[src/rtl/dwc_upconv_rd_credit_ctrl.sv]
// Read-side credit controller for an AXI width up-converter.
// A converted read address is accepted only when the R data FIFO has room
// for the whole slave-side burst (credits), the in-flight burst limit
// allows it, and the R command FIFO can take one more entry. An accepted
// address is held on arvalid_out until the slave handshakes it, at which
// point one command-FIFO push is strobed and the burst becomes outstanding.
//
// Ports:
//   ACLK, sysReset      clock, asynchronous active-high reset
//   arvalid_in          upstream converted read address valid
//   arlen_slv           slave-side burst length minus one
//   arready_out         upstream address accepted (combinational)
//   arvalid_out         registered read address valid toward slave
//   arready_in          slave read address ready
//   cmd_fifo_full       R command FIFO nearly full (gates acceptance only)
//   wr_en_cmd           R command FIFO push strobe (combinational)
//   data_fifo_rd        one data FIFO entry freed this cycle
//   burst_done          master-side RLAST handshake completed
//   credits             free data FIFO entries not yet reserved
//   outstanding         bursts issued to the slave and not yet completed
//   err_overflow        sticky: credit release above depth, or burst_done
//                       with nothing outstanding
module dwc_upconv_rd_credit_ctrl #(
  parameter int unsigned DATA_FIFO_DEPTH = 1024,
  parameter int unsigned MAX_OUTSTANDING = 4
) (
  input  logic                                       ACLK,
  input  logic                                       sysReset,
  input  logic                                       arvalid_in,
  input  logic [7:0]                                 arlen_slv,
  output logic                                       arready_out,
  output logic                                       arvalid_out,
  input  logic                                       arready_in,
  input  logic                                       cmd_fifo_full,
  output logic                                       wr_en_cmd,
  input  logic                                       data_fifo_rd,
  input  logic                                       burst_done,
  output logic [$clog2(DATA_FIFO_DEPTH+1)-1:0]       credits,
  output logic [$clog2(MAX_OUTSTANDING+1)-1:0]       outstanding,
  output logic                                       err_overflow
);

  localparam int unsigned CW   = $clog2(DATA_FIFO_DEPTH + 1);
  localparam int unsigned OW   = $clog2(MAX_OUTSTANDING + 1);
  // Compare width: at least 9 bits so arlen_slv+1 = 256 is representable.
  localparam int unsigned CMPW = (CW > 9) ? CW : 9;
  localparam int unsigned SW   = CMPW + 1;

  typedef enum logic {
    IDLE  = 1'b0,
    ISSUE = 1'b1
  } state_t;

  state_t          state, state_nxt;
  logic            pending;
  logic            arvalid_q;

  logic [CMPW-1:0] need;
  logic            credit_ok;
  logic            slot_ok;
  logic            accept;
  logic            issue;
  logic [SW-1:0]   cred_sum;
  logic [CW-1:0]   credits_nxt;
  logic            cred_ovf;
  logic            done_ok;
  logic            done_err;
  logic [OW-1:0]   outstanding_nxt;

  assign arvalid_out = arvalid_q;

  always_comb begin
    need      = CMPW'(arlen_slv) + CMPW'(1);
    // Second term rejects bursts that could never fit, even with an empty FIFO.
    credit_ok = (CMPW'(credits) >= need) && (need <= CMPW'(DATA_FIFO_DEPTH));
    slot_ok   = (32'(outstanding) + 32'(pending)) < 32'(MAX_OUTSTANDING);

    arready_out = (state == IDLE) && arvalid_in && credit_ok && slot_ok && !cmd_fifo_full;
    accept      = arready_out;
    issue       = (state == ISSUE) && arvalid_q && arready_in;
    wr_en_cmd   = issue;

    state_nxt = state;
    case (state)
      IDLE:    if (accept) state_nxt = ISSUE;
      ISSUE:   if (issue)  state_nxt = IDLE;
      default: state_nxt = IDLE;
    endcase

    // Reserve never exceeds current credits (accept guarantees it), so the
    // sum cannot underflow; only the release side can overshoot.
    cred_sum    = SW'(credits) - (accept ? SW'(need) : '0) + SW'(data_fifo_rd);
    cred_ovf    = cred_sum > SW'(DATA_FIFO_DEPTH);
    credits_nxt = cred_ovf ? CW'(DATA_FIFO_DEPTH) : CW'(cred_sum);

    done_ok         = burst_done && (outstanding != '0);
    done_err        = burst_done && (outstanding == '0);
    outstanding_nxt = outstanding + OW'(issue) - OW'(done_ok);
  end

  always_ff @(posedge ACLK or posedge sysReset) begin
    if (sysReset) begin
      state        <= IDLE;
      arvalid_q    <= 1'b0;
      pending      <= 1'b0;
      credits      <= CW'(DATA_FIFO_DEPTH);
      outstanding  <= '0;
      err_overflow <= 1'b0;
    end else begin
      state       <= state_nxt;
      arvalid_q   <= (state_nxt == ISSUE);
      credits     <= credits_nxt;
      outstanding <= outstanding_nxt;
      if (accept)
        pending <= 1'b1;
      else if (issue)
        pending <= 1'b0;
      if (cred_ovf || done_err)
        err_overflow <= 1'b1;
    end
  end

endmodule

[config.mk]
export PLATFORM = sky130hd
export DESIGN_NAME = dwc_upconv_rd_credit_ctrl
export DESIGN_NICKNAME = d
export VERILOG_FILES = /design/src/rtl/dwc_upconv_rd_credit_ctrl.sv
export SDC_FILE = /design/constraint.sdc
export NUM_CORES = 1
export LEC_CHECK = 0
export CORE_MARGIN = 3
export CORE_UTILIZATION = 53
export CTS_CLUSTER_DIAMETER = 50
export CTS_CLUSTER_SIZE = 25
export DETAILED_ROUTE_END_ITERATION = 10
export PLACE_DENSITY = 0.86
export SLEW_MARGIN = 20
export SYNTH_ARGS = -nofsm -noshare
export SYNTH_HDL_FRONTEND = slang
export SYNTH_SLANG_ARGS = --single-unit
[constraint.sdc]
create_clock -name ACLK -period 6.1 [get_ports ACLK]
set_input_delay 1.22 -clock ACLK [delete_from_list [all_inputs] [get_ports ACLK]]
set_output_delay 1.22 -clock ACLK [all_outputs]
set_load 0.1 [all_outputs]
==> results.md <==
STA:
- Based on the critical path, the design can be clocked at up to approximately 170 MHz.
- The clock arrives with ~0.011 ns of skew.
- The count of final max-slew check failures came to 0.
- The count of endpoints failing setup in the final report is 0.
- The number of hold-slack violations in the final timing report is 0.
- The final cycle utilization of the critical path is 98.0%.
- The worst relative slew slack is between 30% and 40%.
- At the pin with the least slew margin, the transition time is 0.997 ns.
- The clock period minus final worst setup slack is between 5 and 6 ns.

Clocking:
- The buffer depth of the longest clock path is 2.
- After clock tree synthesis, the flow added hold-fix buffers numbering 0.
- Once the clock tree was built, the setup fixing pass inserted 0 buffers.
- Counting the buffers created by CTS gives 3.
- TritonCTS built the clock tree.
- Clock-pin slew was measured on the worst setup and hold paths at 0.10 ns.
- The clock tree root driver cell is clkbuf_4.
- The number of sinks handled by clock tree synthesis is 17.
- For the worst-skew pair, the clock arrives at the later sink with an insertion delay of 0.31 ns.
- The number of gates resized after CTS was 0.
- The number of levels in the clock H-tree is 1.

Hold path:
- The startpoint identified for the worst hold timing path is err_overflow.
- The path class of the tightest hold or removal check is reg -> reg.
- The worst hold path cell count is 1.
- For hold timing, the worst endpoint is err_overflow.

Route:
- The number of design rule violations left after detail routing is 0.
- The detailed router finished its first iteration with 152 violations.
- The routed via count is around 1900.
- The number of routed nets with antenna violations is 0.
- The detailed-router iteration count before antenna repair is 4.
- The wire length after detailed routing is between 5 and 6 mm.
- The routed wirelength normalized by instance count is between 15 and 20 um.
- The number of vias per cell is 5.93.

Logic synthesis:
- The number of synthesized flops with an enable pin is 0.
- The net count of the mapped netlist is 260.
- After synthesis, the largest area contributor takes up between 20 and 25% of total cell area.
- The synthesized-area fraction occupied by ao, oa, aoi and oai cells is about a fifth.
- Sorting the synthesized cells by area gives the leading types as ha_1 (23%), dfrtp_1 (21%), xor2_1 (4.7%).
- After Yosys synthesis, and, or, nand and nor cells account for between 20 and 25% of the synthesized area.
- In the synthesized netlist, mux cells make up 0.535% of the area.
- The synthesized-area fraction occupied by adder cells is 24.9%.
- After synthesis, flip-flops and latches occupy between 20% and 30% of the total area.
- The most used flip-flop cell after synthesis is dfrtp_1.
- Summing the areas of all xor and xnor instances in the mapped netlist gives under 10% of the synthesized area.
- The per-instance average area after synthesis is approximately 9.0 um2.
- The post-synthesis sequential element count is 17.
- The Yosys step of the flow raised 0 warnings.
- The biggest area contributor in the post-synthesis netlist is ha_1.
- The number of cells produced by synthesis is around 210.
- In this run, distinct cell masters in the synthesized netlist total 47.
- The combinational family with the most area after synthesis is adder cells.
- The fraction of synthesis flops using an asynchronous set or reset pin is 100%.
- The post-synthesis cell area is between 0.0015 and 0.002 mm2.

Setup path:
- For the worst setup path, the data required time is around 6.3 ns.
- On the critical path, the stage with the largest delay is an instance of a2111oi_0.
- In this run the register-to-register setup slack is 1.52 ns.
- The startpoint identified for the worst register-to-register timing path is credits[2].
- Of all nets on the critical path, the largest fanout is 5.
- The data arrival time of the worst path is just over 6 ns.
- The kind of cell adding the most delay to the critical path is compound AO/OA/AOI/OAI gates.
- The number of buffers and inverters on the critical path is 4.
- The type of the worst setup path is in -> reg.
- The cell that appears most often on the critical path is buf_4.
- The number of cells on the worst reg-to-reg path is 18.
- The type of element capturing the critical path is a flop.
- The endpoint of the lowest-slack register-to-register path is credits[2].
- The element type at the critical path start is a primary input.
- Walking the worst path, the cells encountered are clkdlybuf4s50_1, buf_4, nand3_1, xor2_2, ha_1, o21ai_0, a21oi_1, o41a_1, o211ai_1, a211o_1, buf_4, a21o_1, ha_1, fa_2, a211o_1, a2111oi_0, a2111oi_4, nand2_1, o41a_1, buf_4, nor3b_1.
- The maximum cell stage delay along the critical path is around 0.8 ns.

Final layout:
- The library cells used most frequently in the layout, excluding fill and tap cells, are buf_4 (33), ha_1 (32), clkdlybuf4s50_1 (29).
- Cells with a size suffix above 1 make up a little over a fifth of the layout.
- The number of diodes is 0.
- Counting the fill cells in the layout gives between 150 and 200.
- The leading cell type in the layout, fill and taps excluded is buf_4.
- The net total in the final layout is between 300 and 400.
- The storage element area is around 430 um2.
- The number of standard cells in the layout, taps in and fillers out is 317.
- From synthesis to final layout, the design area changed by 38.8%.
- The multi-input combinational cells in the finished layout cover a total of about 0.0015 mm2.

Placement:
- After detailed placement, the design holds a cell count of 313.
- The detailed-placement wirelength estimate is roughly 4.3 mm.
- The congestion estimate from routability-driven global placement came to around 0.90.
- Buffers placed on the I/O ports in this run total 32.

GRT:
- The number of antenna violations at the first check in global routing came to 0.
- The first-pass GRT wire length is slightly below 9 mm.
- The total overflow left after global routing is 0.
- Entering global routing, the biggest net connects 18 pins.
- The number of global-route vias before repair is roughly 1900.
- Global routing consumed, over all layers together, between 20% and 30% of the routing resources.

Die:
- Measured along the x axis, the die boundary spans between 60 and 70 um.
- The starting density of the core is 58.4%.
- The standard-cell row count is 20.
- The die covers 0.00428 mm2.
- The core region area is 0.00320 mm2.
- During I/O placement, the number of pins put on the boundary was 33.
- In this run the vertical extent of the chip is 65.4 um.

Run status:
- The flow ran to the end, and the final reports show no timing, DRC or antenna violations.

Run:
- The number of max-cap violations is 0.
-- layout make-up --
cell class / instances / share of cell area (%)
clock inverters: 1 / 0.193
multi-input cells: 171 / 56.3
clock buffers: 3 / 0.867
repair buffers: 64 / 21.7
flip-flops and latches: 17 / 16.4
well taps: 44 / 2.12
inverters: 17 / 2.46
-- per-stage QoR --
| stage | setup slack, ns | TNS (ns) | hold WS (ns) | cell area [um2] | utilization, % |
|---|---|---|---|---|---|
| 3_5_place_dp | -0.164 | -0.656 | 0.484 | 2470 | 77.1 |
| 6_report | 0.124 | 0 | 0.521 | 2600 | 81.1 |
| 3_3_place_gp | -0.0530 | -0.127 | 0.500 | 2470 | 77.1 |
| 4_1_cts | 0.135 | 0 | 0.505 | 2500 | 78.0 |
| 2_1_floorplan | 0.312 | 0 | 0.555 | 1870 | - |
| 5_1_grt | -0.0879 | -0.677 | 0.522 | 2600 | 81.1 |
-- worst max path at each step --
stage | depth (start not counted) | slack [ns] | from | endpoint
floorplan | 19 | 0.31 | arlen_slv[0] | err_overflow
global placement | 20 | -0.05 | arlen_slv[0] | err_overflow
detailed placement | 20 | -0.16 | arlen_slv[0] | err_overflow
CTS | 20 | 0.14 | arlen_slv[0] | err_overflow
global route | 23 | -0.09 | arlen_slv[2] | credits[0]
finish | 21 | 0.12 | arlen_slv[2] | credits[2]
-- sequential cells by signal, summed over array words and instances (netlist names) --
register and flops:
credits 11, err_overflow 1, pending 1, outstanding 3, arvalid_out 1
-- Yosys cell counts (all sizes together) (3+ instances only) --
cell / instances
xnor2: 4
nand2b: 4
nor3b: 8
inv: 17
or3: 4
nor2b: 3
nand2: 10
o21ai: 9
ha: 34
a21o: 9
o21a: 3
a31oi: 3
and3: 3
nor2: 15
nand3: 7
a21oi: 5
a2111oi: 3
nor3: 4
dfrtp: 16
clkbuf: 4
xor2: 10
-- metal layers --
layer | share of wire, % | wire (um) | vias up | global-route usage (%)
met5 | 0 | 0 | - | 0
met4 | 2.1 | 120 | 0 | 9.84
met3 | 4.7 | 265 | 13 | 3.76
met2 | 50 | 2810 | 60 | 47.0
met1 | 43 | 2410 | 898 | 31.4
li1 | - | - | 909 | -
-- cells by family (layout without fill, tap and decap cells) --
kind of cell | count (synthesis) | in the layout
XOR/XNOR | 14 | 14
buffers and inverters | 21 | 85
flip-flops | 17 | 17
adder cells (fa/ha/maj) | 36 | 36
AO/OA/AOI/OAI | 48 | 48
multiplexers | 1 | 1
AND/OR/NAND/NOR | 72 | 72
Power is left out: the tool's default activity adds up to more than one toggle a clock period on the data nets, which glitch-free logic cannot reach.
